`config.mk`:
```
export PLATFORM = sky130hd
export DESIGN_NAME = vga_img_layer
export DESIGN_NICKNAME = d
export VERILOG_FILES = /design/src/rtl/vga_img_layer.sv
export SDC_FILE = /design/constraint.sdc
export NUM_CORES = 1
export LEC_CHECK = 0
export CAP_MARGIN = 20
export CORE_UTILIZATION = 45
export DETAILED_ROUTE_END_ITERATION = 16
export HOLD_SLACK_MARGIN = 0.02
export PLACE_DENSITY = 0.77
export SLEW_MARGIN = 10
export SYNTH_ARGS = -nofsm -noshare
export SYNTH_HDL_FRONTEND = slang
export SYNTH_SLANG_ARGS = --single-unit
```
`constraint.sdc`:
```
create_clock -name clk -period 3.5 [get_ports clk]
set_clock_uncertainty 0.15 [all_clocks]
set_input_delay 0.35 -clock clk [delete_from_list [all_inputs] [get_ports clk]]
set_output_delay 0.35 -clock clk [all_outputs]
set_load 0.03 [all_outputs]
```
`src/rtl/vga_img_layer.sv`:
```
// Image overlay layer: maps screen coordinates onto a zoomed image ROM and emits RGB888 pixels.
// Optional colour keying is compiled in with `define IMG_COLORKEY_EN.
module vga_img_layer #(
  parameter int          IMG_W       = 256,
  parameter int          IMG_H       = 256,
  parameter int          AW          = 16,
  parameter int          PIX_FMT     = 0,
  parameter int          SCALE_SHIFT = 0,
  parameter int          ROM_LAT     = 1,
  parameter logic [23:0] BG_COLOR    = 24'h000000,
  localparam int         PIX_W       = (PIX_FMT == 0) ? 12 : (PIX_FMT == 1) ? 16 : 24
`ifdef IMG_COLORKEY_EN
  ,
  parameter logic [PIX_W-1:0] KEY_COLOR = '1
`endif
) (
  input  logic             clk,
  input  logic             reset,
  input  logic [9:0]       h_addr,
  input  logic [9:0]       v_addr,
  input  logic             vsync,
  input  logic [9:0]       pos_x,
  input  logic [9:0]       pos_y,
  input  logic             pos_load,
  output logic             pos_pending,
  output logic [AW-1:0]    rom_addr,
  input  logic [PIX_W-1:0] rom_q,
  output logic [23:0]      pix_data,
  output logic             pix_hit
);

  localparam logic [10:0] WIN_W = 11'(IMG_W << SCALE_SHIFT);
  localparam logic [10:0] WIN_H = 11'(IMG_H << SCALE_SHIFT);

  logic               vsync_q;
  logic [9:0]         x0_q, y0_q, sx_q, sy_q;
  logic               pend_q;
  logic               vs_fall;

  assign vs_fall = vsync_q & ~vsync;

  // Origin changes only take effect on a frame boundary to avoid tearing.
  always_ff @(posedge clk or negedge reset) begin
    if (!reset) begin
      vsync_q <= 1'b1;
      x0_q    <= '0;
      y0_q    <= '0;
      sx_q    <= '0;
      sy_q    <= '0;
      pend_q  <= 1'b0;
    end else begin
      vsync_q <= vsync;
      if (vs_fall) begin
        if (pos_load) begin
          x0_q <= pos_x;
          y0_q <= pos_y;
          sx_q <= pos_x;
          sy_q <= pos_y;
        end else begin
          x0_q <= sx_q;
          y0_q <= sy_q;
        end
        pend_q <= 1'b0;
      end else if (pos_load) begin
        sx_q   <= pos_x;
        sy_q   <= pos_y;
        pend_q <= 1'b1;
      end
    end
  end

  assign pos_pending = pend_q;

  logic [10:0]   h_ext, v_ext, x_beg, y_beg, x_end, y_end;
  logic [9:0]    dx, dy;
  logic          win_d;
  logic [AW-1:0] rom_addr_d;

  always_comb begin
    h_ext      = {1'b0, h_addr};
    v_ext      = {1'b0, v_addr};
    x_beg      = {1'b0, x0_q};
    y_beg      = {1'b0, y0_q};
    x_end      = x_beg + WIN_W;
    y_end      = y_beg + WIN_H;
    win_d      = (h_ext >= x_beg) && (h_ext < x_end) && (v_ext >= y_beg) && (v_ext < y_end);
    dx         = 10'(h_addr - x0_q) >> SCALE_SHIFT;
    dy         = 10'(v_addr - y0_q) >> SCALE_SHIFT;
    rom_addr_d = '0;
    if (win_d)
      rom_addr_d = AW'(32'(dy) * 32'(IMG_W) + 32'(dx));
  end

  logic [AW-1:0]      rom_addr_q;
  logic               win_q;
  logic [ROM_LAT-1:0] win_dly_q;

  always_ff @(posedge clk or negedge reset) begin
    if (!reset) begin
      rom_addr_q <= '0;
      win_q      <= 1'b0;
    end else begin
      rom_addr_q <= rom_addr_d;
      win_q      <= win_d;
    end
  end

  assign rom_addr = rom_addr_q;

  // Window flag travels alongside the ROM read so it lines up with rom_q.
  genvar gi;
  generate
    for (gi = 0; gi < ROM_LAT; gi++) begin : g_dly
      always_ff @(posedge clk or negedge reset) begin
        if (!reset)
          win_dly_q[gi] <= 1'b0;
        else if (gi == 0)
          win_dly_q[gi] <= win_q;
        else
          win_dly_q[gi] <= win_dly_q[(gi == 0) ? 0 : gi - 1];
      end
    end
  endgenerate

  logic [23:0] rgb;
  generate
    if (PIX_FMT == 0) begin : g_444
      assign rgb = {rom_q[11:8], rom_q[11:8], rom_q[7:4], rom_q[7:4], rom_q[3:0], rom_q[3:0]};
    end else if (PIX_FMT == 1) begin : g_565
      assign rgb = {rom_q[15:11], rom_q[15:13], rom_q[10:5], rom_q[10:9], rom_q[4:0], rom_q[4:2]};
    end else begin : g_888
      assign rgb = rom_q;
    end
  endgenerate

  logic keyed;
`ifdef IMG_COLORKEY_EN
  assign keyed = (rom_q == KEY_COLOR);
`else
  assign keyed = 1'b0;
`endif

  logic        hit_d;
  logic [23:0] pix_d;
  logic        hit_q;
  logic [23:0] pix_q;

  always_comb begin
    hit_d = win_dly_q[ROM_LAT-1] & ~keyed;
    pix_d = hit_d ? rgb : BG_COLOR;
  end

  always_ff @(posedge clk or negedge reset) begin
    if (!reset) begin
      pix_q <= BG_COLOR;
      hit_q <= 1'b0;
    end else begin
      pix_q <= pix_d;
      hit_q <= hit_d;
    end
  end

  assign pix_data = pix_q;
  assign pix_hit  = hit_q;

endmodule

```
==> results of run 1 <==
-- layout by cell type (no fill, tap or decap), types with 5 or more instances in the layout --
master           count
a21o_1               7
o21a_1               5
nor2b_1              7
inv_1               27
xor2_1               6
a211oi_1             5
and2_1              12
nor2_1              31
xnor2_1              6
nor3_2               8
buf_4               22
a21oi_1             27
dfrtp_1             72
nor3_1               5
ha_1                26
clkdlybuf4s50_1     95
mux2_2              22
clkbuf_8             9
-- per-layer routing --
metal | vias to the layer above | wire length [um] | GRT usage [%]
met5 | - | 0 | 0
met4 | 0 | 118 | 7.69
met3 | 10 | 420 | 3.56
met2 | 86 | 3940 | 31.6
met1 | 1400 | 3360 | 23.4
li1 | 1411 | - | -
-- stage by stage --
stage | utilization (%) | hold slack, ns | TNS [ns] | instances | total power [mW]
after floorplan | - | -0.0956 | 0 | 349 | 1.58
after global placement | 60.3 | 0.182 | -1.92 | 548 | 1.87
after detailed placement | 60.3 | 0.187 | -2.55 | 548 | 1.90
after CTS | 63.3 | 0.215 | -0.380 | 568 | 2.53
after global routing | 63.8 | 0.228 | -0.767 | 569 | 2.69
final | 63.8 | 0.210 | -0.177 | 569 | 2.53
-- critical path, delay by kind of cell --
family                     cells  cell delay (ns)
buffers and inverters          1             0.47
xor gates and xnor gates       1             0.16
AOI/OAI and AO/OA              5             1.12
and+or+nand+nor                5             1.02
adders and majority gates      2             0.62
-- synth_stat cells (3+ instances only) --
library cell  instances  share of area, %
nor3_1                7              0.91
buf_2                 3              0.39
mux2_2               22               6.5
xor2_1                6               1.4
and2_1               13               2.1
nor3b_1               4              0.78
o21a_1                5              0.98
clkbuf_1              6              0.59
nor2b_1               7               1.1
nor3_2                7               1.8
a21o_1                7               1.4
nand4_1               4              0.65
nand2_1               4              0.39
buf_4                12               2.3
nor2_1               31               3.0
fa_1                  3               1.6
dfrtp_1              72                47
o21ai_0               4              0.52
a211oi_1              6               1.2
o211ai_1              3              0.59
xnor2_1               7               1.6
ha_1                 28               9.1
inv_1                28               2.7
a21oi_1              27               3.5
-- flip-flops by register name, summed over array words and instances, names as in the netlist --
name and count:
hit_d 1, rom_addr 16, pix_data 12, sy_q 10, win_q 1, vsync_q 1
sx_q 10, pix_hit 1, pos_pending 1, y0_q 10, x0_q 10
-- area by class of cell --
cell class                 count  area share, %
clock buffer                  10           2.44
clock inverter                 6          0.836
sequential                    73           34.9
timing repair buffer         121           22.1
tap                          105           2.51
inverter                      28           2.01
multi-input combinational    226           35.2
-- worst paths after layout --
kind                            from      endpoint  slack, ns  depth (start not counted)
setup / recovery           h_addr[1]  rom_addr[15]      -0.13                         14
hold / removal                 win_q         hit_d       0.21                          0
hold reg to reg                win_q         hit_d       0.21                          0
max in group asynchronous      reset  rom_addr[10]       2.12                          2
min in group asynchronous      reset       sy_q[6]       0.50                          2
setup reg to reg             x0_q[0]  rom_addr[15]      -0.11                         15
-- power groups by stage --
stage / sequential (mW) / combinational [mW] / clock (mW)
CTS: 0.969 / 0.968 / 0.592
detailed placement: 0.985 / 0.916 / 0
global placement: 0.980 / 0.892 / 0
floorplan: 1.03 / 0.550 / 0
global route: 0.977 / 1.08 / 0.632
finish: 0.967 / 0.986 / 0.579
-- logic make-up after synthesis --
| group | count (synthesis) | share of synthesized area [%] |
|---|---|---|
| xor gates and xnor gates | 15 | 3.82 |
| DFF | 73 | 47.7 |
| adders and majority gates | 31 | 10.7 |
| muxes | 22 | 6.46 |
| and+or+nand+nor | 90 | 13.6 |
| buffers and inverters | 50 | 6.17 |
| AOI/OAI and AO/OA | 68 | 11.6 |
-- what timing repair did --
action,in CTS,in global routing
endpoints found under the hold margin,65,0
pin swaps,9,8
setup endpoints to repair,3,6
cloned,0,0
resized for setup,11,5
hold buffers,1,0
setup buffers,3,1
==> summary.txt, run 1 <==
Starting density of the core = 46.7%
Buffers on Ports = 97
Sw frac = 34.0%
Switch Pwr = 0.861 mW
Worst slack at placement = -0.545 ns
Ys async rst share = 100%
Crit path arrival time = 3.74 ns
Clock buffer depth = 2
First-pass GRT wire length = 12,800 um
Post-Syn Instances = 349
Final Cycle Share = 104%
Crit-path slowest cell = clkdlybuf4s50_1
Final setup margin = -0.131 ns
Vias in the first global route = 2,862
Global Route Usage Sum = 18.7%
Yosys reg bits = 73
DR vias/cell = 5.11
Nets = 546
Crit Path Category = in -> reg
Site Rows = 33
GPL Wtd Cong = 0.794
DR pass1 iterations = 4
Initial antenna violation count = 0
Post-route DRC violation count = 0
Tmin final = 3.63 ns
Die H = 94.3 um
Area grow syn2layout = 36.6%
Status = finished, violations left
Post-Syn Area = 0.00383 sq mm
Die Width = 94.3 um
Sequential cell area = 0.00183 sq mm
Pwr/cell area = 483 mW/mm^2
Top cell by count, worst path = ha_1
Die area = 0.00890 sq mm
Largest net degree at the start of global routing = 74
DP HPWL = 5950 um
CTS root buf = clkbuf_8
Share of cells above drive strength 1 = 19.4%
Combinational fraction of design power = 38.9%
Critical path cell sequence = clkdlybuf4s50_1 -> ha_1 -> nor2b_1 -> o21a_1 -> o21ai_1 -> nand3_1 -> a221o_1 -> xor2_1 -> ha_1 -> a21o_1 -> and2_4 -> nand4bb_1 -> or4_4 -> a211oi_4
Worst-Skew Late Latency = 0.35 ns
Clock network power share = 22.9%
Setup crit end kind = flop
Net Count, Synth = 436
Slew Limit Fails = 0
Number of clock sinks = 73
Headroom to the max-slew limit = 38.5%
Worst slew pin tran = 0.920 ns
Netlist cell types = 50
RSZ-0062 raised after global routing = yes
Failing checks = negative setup slack
Final hold vios = 0
Cts bufs inserted = 9
TritonCTS clock tree = built
Register area share after synthesis = 47.7%
DR iter-0 viols = 106
Worst IR drop on VDD = 221 uV
Setup Viol. Count Final = 2
Slowest stage delay, CP = 0.47 ns
Yosys synthesis warning count = 0
WL per Instance = 13.8 um
I/O pin cnt = 98
Post-synth top flop = dfrtp_1
H-tree levels = 3
Number of fill cells = 675
Clk pin slew, worst setup/hold paths = 0.08 ns
Synthesized area per cell = 11.0 sq um
Post-route cell area = 0.00524 sq mm
Multi-input gate area = 0.00185 sq mm
Antenna viol nets, final = 0
Hold crit path type = reg -> reg
Max-cap violation count = 0
Worst Path Max Fanout = 3
Overflow after GRT = 0
Seq pwr share = 38.2%
ANT cells = 0
DP Area = 0.00496 sq mm
Vias = 2,907
Int Pwr = 1.67 mW
Fmax = 275 MHz
Drt total wl = 7830 um
Startpoint types = primary input
Pleak = 2.37 nW
EDFF count, synth = 0
Required time of the critical path = 3.61 ns
Core area = 0.00822 sq mm
(Power assumes the default switching activity.)
==> inputs of run 2 (changes only) <==
CORE_ASPECT_RATIO = 1.1   (was not set)
==> run 2 against run 1 <==
  * The run still ends with negative setup slack left
  * Routed wire length down 3.0%
  * Flip-flop and latch count unchanged
  * Combinational power down 2.8%
  * Cell count up 0.35%
  * Critical path type is now reg -> reg
  * Critical path depth up 1
  * Count of clock-buffer cells in the layout up 1
  * Total power up 7.4%
  * Final area up 0.67%
  * Register-to-register slack better by 0.04 ns
==> summary.txt, run 2 (synthesis results as in run 1) <==
Post-route cell area = 0.00527 sq mm
Headroom to the max-slew limit = 35.0%
Antenna viol nets, final = 0
Status = finished, violations left
H-tree levels = 3
DP Area = 0.00496 sq mm
Final setup margin = -0.0738 ns
Post-route DRC violation count = 0
Share of cells above drive strength 1 = 19.2%
Drt total wl = 7600 um
Die area = 0.00890 sq mm
DR iter-0 viols = 99
Vias in the first global route = 2,913
Setup TNS = -0.0738 ns
Required time of the critical path = 3.60 ns
Layout Utilization = 65.2%
Final hold vios = 0
DR vias/cell = 4.99
Area grow syn2layout = 37.5%
Site Rows = 34
DR pass1 iterations = 4
Vias = 2,848
Clock buffer depth = 2
I/O pin cnt = 98
Die H = 98.8 um
Die Width = 90.0 um
Commonest cells after routing, fill and taps aside = clkdlybuf4s50_1 (95), dfrtp_1 (72), nor2_1 (31)
Starting density of the core = 47.4%
Crit Path Category = reg -> reg
Hold crit path type = reg -> reg
Pwr/cell area = 515 mW/mm^2
Global Route Usage Sum = 18.2%
Worst IR drop on VDD = 234 uV
Crit path arrival time = 3.68 ns
Setup crit end kind = flop
Fmax = 280 MHz
Worst-Skew Late Latency = 0.34 ns
Failing checks = negative setup slack
Pleak = 2.40 nW
Largest net degree at the start of global routing = 74
Initial antenna violation count = 0
Final total power = 2.72 mW
Core area = 0.00808 sq mm
Buffers on Ports = 97
Hold_ws = 0.203 ns
ANT cells = 0
Tmin final = 3.57 ns
Number of clock sinks = 73
RSZ-0062 raised after global routing = yes
CTS root buf = clkbuf_8
GPL Wtd Cong = 0.867
Max-cap violation count = 0
Setup Viol. Count Final = 1
Worst Path Max Fanout = 2
Commonest non-fill, non-tap cell in the layout = clkdlybuf4s50_1
Nets = 545
Startpoint types = flop
Slew Limit Fails = 0
DP HPWL = 5700 um
Worst slew pin tran = 0.972 ns
Clk pin slew, worst setup/hold paths = 0.07 ns
Final Cycle Share = 102%
TritonCTS clock tree = built
First-pass GRT wire length = 13,000 um
Cts bufs inserted = 9
Overflow after GRT = 0
WL per Instance = 13.3 um
Max reg flops = 16
==> run 2: cell types whose count changed in the layout (fill, tap and decap cells not counted), sizes merged <==
| cell | delta |
|---|---|
| clkinvlp | -1 |
| clkinv | -2 |
| bufinv | +3 |
| buf | -1 |
| clkbuf | +1 |
| inv | -1 |
==> run 2: worst max-delay path, cell delays in order, from the launching register on <==
cell and delay [ns]:
dfrtp_1 0.41, ha_2 0.21, inv_2 0.04, fa_2 0.35, a21o_1 0.18, a21o_1 0.19, a21o_1 0.19, a2111oi_2 0.30
nor3_1 0.10, xor2_1 0.17, ha_2 0.21, a21o_1 0.12, and2_4 0.14, nand4bb_1 0.13, or4_4 0.44, a211oi_2 0.18
==> run 2: layer usage <==
metal,up-vias,part of all wire (%),track usage [%]
li1,1410,-,-
met1,1335,45,22.5
met2,89,48,30.4
met3,14,4.7,3.78
met4,0,2.4,9.06
met5,-,0,0
==> run 2: area by class of cell <==
| type | count | area [sq um] |
|---|---|---|
| Timing Repair Buffer | 120 | 1140 |
| Sequential cell | 73 | 1830 |
| Multi-Input combinational cell | 226 | 1820 |
| Fill cell | 642 | 2810 |
| Clock buffer | 11 | 141 |
| Inverter | 28 | 105 |
| Clock inverter | 5 | 104 |
| Tap cell | 108 | 135 |
==> run 2: what timing repair did <==
action,4_1_cts,5_1_grt
setup endpoints to repair,4,5
hold buffers,1,0
cloned,0,0
pin swaps,5,6
hold endpoints to repair,72,0
buffers inserted,1,2
gates resized for setup,9,2
==> run 2: where the power goes <==
part / switching (mW) / internal [mW] / leakage, nW
Sequential: 0.0338 / 0.933 / 0.905
Clock: 0.301 / 0.493 / 0.124
Combinational: 0.493 / 0.465 / 1.37
Total: 0.828 / 1.89 / 2.40
==> run 2: per-stage QoR <==
step / setup WS [ns] / instances
floorplan: 0.0245 / 349
global placement: -0.409 / 551
detailed placement: -0.523 / 551
CTS: -0.0587 / 569
global route: -0.243 / 571
finish: -0.0738 / 571
==> run 2: final timing paths <==
path / startpoint / endpoint / slack [ns] / cells after the start
setup / recovery: x0_q[0] / rom_addr[15] / -0.07 / 15
hold / removal: win_q / hit_d / 0.20 / 0
setup reg to reg: x0_q[0] / rom_addr[15] / -0.07 / 15
hold reg to reg: win_q / hit_d / 0.20 / 0
max in group asynchronous: reset / rom_addr[3] / 2.11 / 2
min in group asynchronous: reset / y0_q[1] / 0.52 / 2
==> RTL edit 1, RTL diff (config.mk and constraints of run 1) <==
Make the reset (`reset`) synchronous in 4 clocked blocks.
--- a/src/rtl/vga_img_layer.sv
+++ b/src/rtl/vga_img_layer.sv
@@ -42,3 +42,3 @@
   // Origin changes only take effect on a frame boundary to avoid tearing.
-  always_ff @(posedge clk or negedge reset) begin
+  always_ff @(posedge clk) begin
     if (!reset) begin
@@ -97,3 +97,3 @@
 
-  always_ff @(posedge clk or negedge reset) begin
+  always_ff @(posedge clk) begin
     if (!reset) begin
@@ -113,3 +113,3 @@
     for (gi = 0; gi < ROM_LAT; gi++) begin : g_dly
-      always_ff @(posedge clk or negedge reset) begin
+      always_ff @(posedge clk) begin
         if (!reset)
@@ -152,3 +152,3 @@
 
-  always_ff @(posedge clk or negedge reset) begin
+  always_ff @(posedge clk) begin
     if (!reset) begin
Behaviour: differs if reset is asserted again (counterexample within 4 cycles, from zero or initial values and one cycle with reset low); with reset held inactive, the same outputs for 4 cycles.
==> RTL edit 1 against run 1 <==
Critical endpoint is now rom_addr[14]$_SDFF_PN0_; via count increased by 0.52%; routed wire length decreased by 6.7%; sequential share of layout area decreased by 4.7 points; final area decreased by 7.5%; sequential cell count unchanged; worst setup slack improved by 300 ps; critical path depth increased by 2; global-route usage increased by 0.31 points; final cell count increased by 4.4%; area after synthesis decreased by 6.0%; total power decreased by 18%.
==> RTL edit 1: results (changes against run 1) <==
stage	metric	value	unit	change
worst_setup_path	worstPathArrival	3400	ps	-340 ps
drt	first_iter_violations	85		-20%
synth	synth_common_cells	dfxtp_1 (73), nor2_1 (63), inv_1 (32)		
global_route	grt_util_all_layers	0.190		+0.00314
drt	vias_per_cell	4.92		-3.7%
pwr	internal_power	1490	uW	-11%
drt	met1_length	3200	um	-4.6%
global_route	grt_pass1_wl	12600	um	-2.0%
clock_tree	worst_skew_pair.late_latency	340	ps	
sta	slew_headroom	0.624		+0.239
placed_design	dp_hpwl	5750	um	-3.4%
sta	holdWs	302	ps	+92.0 ps
placed_design	io_buffers	97		unchanged
pwr	powerSeq	896	uW	-7.3%
clock_tree	cts_resized	0		-11
synth	synth-xor-area-share	0.0413		+0.00315
hold_path	holdPathEnd	hit_d$_SDFF_PN0_		
placed_design	place.gp.congestion	0.838		+5.5%
layout	fillers	659		-2.4%
outcome	status	completed		
synth	syn_avg_cell_area	9.17	sq um	-17%
worst_setup_path	r2r_cells	14		-1
clock_tree	cts_setup_buffers	0		-3
hold_path	hold_path_class	reg -> reg		
placed_design	dp_cells	579		+5.7%
global_route	grt_util_met2	0.330		+0.0138
pwr	irDropWorstVdd	262	uV	+18%
worst_setup_path	rr_startpoint	x0_q[1]$_SDFFE_PN0P_		
drt	met2WireLength	3540	um	-10%
placed_design	placed_area	4650	sq um	-6.2%
synth	synth_warnings	0		unchanged
synth	synth_fa_ha_area_frac	0.114		+0.00687
synth	synthTopCellsByArea	dfxtp_1 (41%), ha_1 (9.7%), nor2_1 (6.6%), mux2i_1 (5.6%), a211oi_1 (4.8%)		
drt	vias	2922		+0.52%
hold_path	hold_path_startpoint	win_q$_SDFF_PN0_		
pwr	p_comb	548	uW	-44%
synth	synth.distinct_cells	48		-4.0%
worst_setup_path	r2r_slack	200	ps	+310 ps
global_route	use_met1	0.217		-0.0174
layout	diodes	0		unchanged
worst_setup_path	rr_endpoint	rom_addr[15]$_SDFF_PN0_		
global_route	use_met3	0.0419		+0.00628
synth	ys_seq_area_frac	0.406		-0.0711
pwr	p_leak	0.00205	uW	-13%
clock_tree	root_buffer	clkbuf_8		
global_route	grt_max_degree	42		-43%
drt	met3_length	373	um	-11%
synth	muxShareOfSynthArea	0.0556		-0.00904
worst_setup_path	worst_path_largest_cell_delay	460	ps	
synth	synth_compound_area_frac	0.140		+0.0248
synth	synthArstFlopShare	0		-1.00
layout	drive_gt1_frac	0.0915		-0.103
synth	syn_nets	480		+10%
RTL edit 1: cell count changes after synthesis, moves of 11 or more:
cell | before | now
dfxtp_1 | 0 | 73
nor2_1 | 31 | 63
mux2i_1 | 0 | 20
a21oi_1 | 27 | 15
a211oi_1 | 6 | 23
mux2_2 | 22 | 0
and3_1 | 2 | 13
dfrtp_1 | 72 | 0
RTL edit 1: critical path, delay by kind of cell:
| kind | cells | cell delay [ps] |
|---|---|---|
| simple gates | 4 | 490 |
| buf+inv | 3 | 560 |
| xor+xnor | 2 | 340 |
| compound gates | 3 | 480 |
| fa+ha+maj | 4 | 1160 |
RTL edit 1: metrics by stage:
step                       util  TNS [ps]  total power [uW]  worst slack, ps
after floorplan               -         0              1280              385
after global placement    0.602      -248              1450             -107
after detailed placement  0.602      -606              1460             -224
after CTS                 0.627         0              2100              131
after global routing      0.627         0              2210             6.59
final                     0.627         0              2080              170
RTL edit 1: final cells by class:
cell class                      instances  share of cell area
Clock buffer                           10              0.0284
Sequential cell                        73               0.302
Inverter                               33              0.0256
Multi-Input combinational cell        258               0.381
Tap cell                              102              0.0263
Timing Repair Buffer                  113               0.225
Clock inverter                          5              0.0116
RTL edit 1: worst max path at each step:
stage	startpoint	endpoint	slack, ps	cells past startpoint
2_1_floorplan	h_addr[0]	rom_addr[14]$_SDFF_PN0_	380	15
3_3_place_gp	h_addr[0]	rom_addr[14]$_SDFF_PN0_	-110	16
3_5_place_dp	h_addr[0]	rom_addr[14]$_SDFF_PN0_	-220	16
4_1_cts	h_addr[0]	rom_addr[14]$_SDFF_PN0_	130	16
5_1_grt	h_addr[0]	rom_addr[14]$_SDFF_PN0_	7	16
6_report	h_addr[0]	rom_addr[14]$_SDFF_PN0_	170	16
==> RTL edit 2, RTL diff (settings of run 1) <==
Without the edit above. Set the parameter `AW` to 14 (it was 16).
--- a/src/rtl/vga_img_layer.sv
+++ b/src/rtl/vga_img_layer.sv
@@ -5,3 +5,3 @@
   parameter int          IMG_H       = 256,
-  parameter int          AW          = 16,
+  parameter int          AW          = 14,
   parameter int          PIX_FMT     = 0,
Interface: changed (resized rom_addr); port bits go from 98 to 96. No check against the original RTL was run, so the function may have changed too.
==> RTL edit 2 against run 1 <==
Die area down 6.4%; critical path depth grew 2; synthesized cell count is 5.4% lower; final area down 8.3%; total power decreased by 3.4%; routed wire length decreased by 8.8%; area after synthesis shrank 6.5%; final cell count fell by 7.0%; sequential cell count fell by 2; combinational power decreased by 22%; sequential power decreased by 2.6%; worst setup slack better by 420 ps; maximum frequency grew 13%; hold slack worse by 4.6 ps; critical endpoint is now rom_addr[12]$_DFF_PN0_.
==> RTL edit 2: results (changes against run 1) <==
stage	metric	value	unit	change
hold_path	hold_path_class	reg -> reg		
clock_tree	worst_skew_pair.late_latency	350	ps	about the same
placed_design	pre_cts_slack	-61.3	ps	+484 ps
placed_design	dp_hpwl	5470	um	-8.1%
worst_setup_path	rr_startpoint	x0_q[0]$_DFFE_PN0P_		
synth	synthArstFlopShare	1.00		unchanged
layout	drive_gt1_frac	0.133		-0.0605
placed_design	dp_cells	512		-6.6%
global_route	grt_max_degree	46		-38%
clock_tree	cts_resized	0		-11
placed_design	place.gp.congestion	0.885		+11%
synth	synth.distinct_cells	37		-26%
drt	drt-wirelength-per-cell	13.5	um	-1.9%
synth	synthTopCellsByArea	dfrtp_1 (49%), ha_1 (9.8%), mux2_2 (6.9%), a21oi_1 (4.6%), inv_1 (3.5%)		
hold_path	hold_path_startpoint	win_q$_DFF_PN0_		
worst_setup_path	worst_path_largest_cell_delay	420	ps	-50 ps
synth	synth_flop_cell	dfrtp_1		
synth	synth_common_cells	dfrtp_1 (70), a21oi_1 (33), inv_1 (33)		
clock_tree	htreeDepth	3		unchanged
synth	syn_nets	417		-4.4%
clock_tree	cts_buffers	9		unchanged
global_route	grt_antenna_before_repair	0		unchanged
layout	largest_register_ffs	14		-2
layout	fillers	646		-4.3%
global_route	grt_pass1_wl	12300	um	-4.3%
layout	instances_no_fill	529		-7.0%
synth	synth_fa_ha_area_frac	0.114		+0.00747
drt	vias_per_cell	4.98		-2.5%
pwr	p_leak	0.00225	uW	-5.3%
worst_setup_path	worstSetupStartpoint	h_addr[0]		
worst_setup_path	worstPathArrival	3300	ps	-440 ps
global_route	grt_util_all_layers	0.189		+0.00196
clock_tree	clock_path_buffers	2		unchanged
drt	first_iter_violations	84		-21%
sta	tightest_slew	938	ps	+18.6 ps
sta	maxSlewViolCount	0		unchanged
worst_setup_path	worstPathMaxFanout	2		-1
synth	ys_seq_area_frac	0.496		+0.0193
global_route	grt_pass1_vias	2684		-6.2%
worst_setup_path	crit_slowest_cell	fa_1		
synth	synth_compound_area_frac	0.106		-0.00904
outcome	status	completed		
synth	synth-xor-area-share	0.0318		-0.00641
synth	synthCells	330		-5.4%
synth	muxShareOfSynthArea	0.0691		+0.00451
placed_design	io_buffers	95		-2.1%
pwr	irDropWorstVdd	243	uV	+9.8%
## RTL edit 2: cell count changes after synthesis, sizes merged, moves of 3 or more
cell    before  now
nor3        14    2
nand3        2    9
inv         28   33
nor2b        7    2
a21oi       29   33
nor3b        4    0
a211oi       7    4
nor2        31   34
o211ai       3    0
xor2         6    3
## RTL edit 2: layout make-up
| type | instances | area [sq um] | area share |
|---|---|---|---|
| repair buffers | 102 | 1000 | 0.208 |
| clock buffers | 11 | 141 | 0.0294 |
| clock inverters | 5 | 81.3 | 0.0169 |
| well taps | 102 | 128 | 0.0266 |
| flip-flops and latches | 71 | 1780 | 0.370 |
| inverters | 33 | 124 | 0.0258 |
| multi-input cells | 205 | 1550 | 0.323 |
## RTL edit 2: logic make-up after synthesis
kind of cell               count (synthesis)
buffers and inverters                     54
and+or+nand+nor                           76
DFF                                       71
xor gates and xnor gates                  13
muxes                                     22
AOI/OAI and AO/OA                         63
adders and majority gates                 31
## RTL edit 2: through the flow
step                hold slack [ps]  power (uW)   util  cell area, sq um
finish                          205        2450  0.622              4800
global route                    211        2600  0.622              4800
CTS                             207        2470  0.622              4800
detailed placement              191        1730  0.592              4570
global placement                184        1700  0.592              4570
floorplan                     -95.6        1480      -              3580
## RTL edit 2: critical path: cells and delay by family
kind	cells	cell delay, ps
adder cells (fa/ha/maj)	4	1180
buffers and inverters	3	520
AO/OA/AOI/OAI	3	520
AND/OR/NAND/NOR	4	400
XOR/XNOR	2	330
## RTL edit 2: per-layer routing
layer | wire length, um | global-route usage | vias up | part of all wire
met4 | 131 | 0.0847 | 0 | 0.018
li1 | - | - | 1279 | -
met2 | 3590 | 0.326 | 88 | 0.50
met1 | 3110 | 0.231 | 1255 | 0.44
met5 | 0 | 0 | - | 0
met3 | 310 | 0.0318 | 14 | 0.043
## RTL edit 2: final timing paths
check / endpoint / slack, ps / depth (start not counted)
hold / removal: hit_d$_DFF_PN0_ / 210 / 0
min in group asynchronous: pos_pending$_DFFE_PN0P_ / 400 / 2
max in group asynchronous: rom_addr[5]$_DFF_PN0_ / 1810 / 3
setup reg to reg: rom_addr[12]$_DFF_PN0_ / 340 / 14
setup / recovery: rom_addr[12]$_DFF_PN0_ / 290 / 16
hold reg to reg: hit_d$_DFF_PN0_ / 210 / 0
## RTL edit 2: power breakdown
| part | internal (uW) | total [uW] | switching (uW) |
|---|---|---|---|
| logic | 358 | 774 | 416 |
| clock network | 421 | 729 | 308 |
| registers | 908 | 942 | 34.4 |
| total | 1690 | 2450 | 759 |
## RTL edit 2: timing repair
item / CTS / global route
hold buffers: 1 / 0
buffers inserted: 0 / 0
hold endpoints to repair: 25 / 0
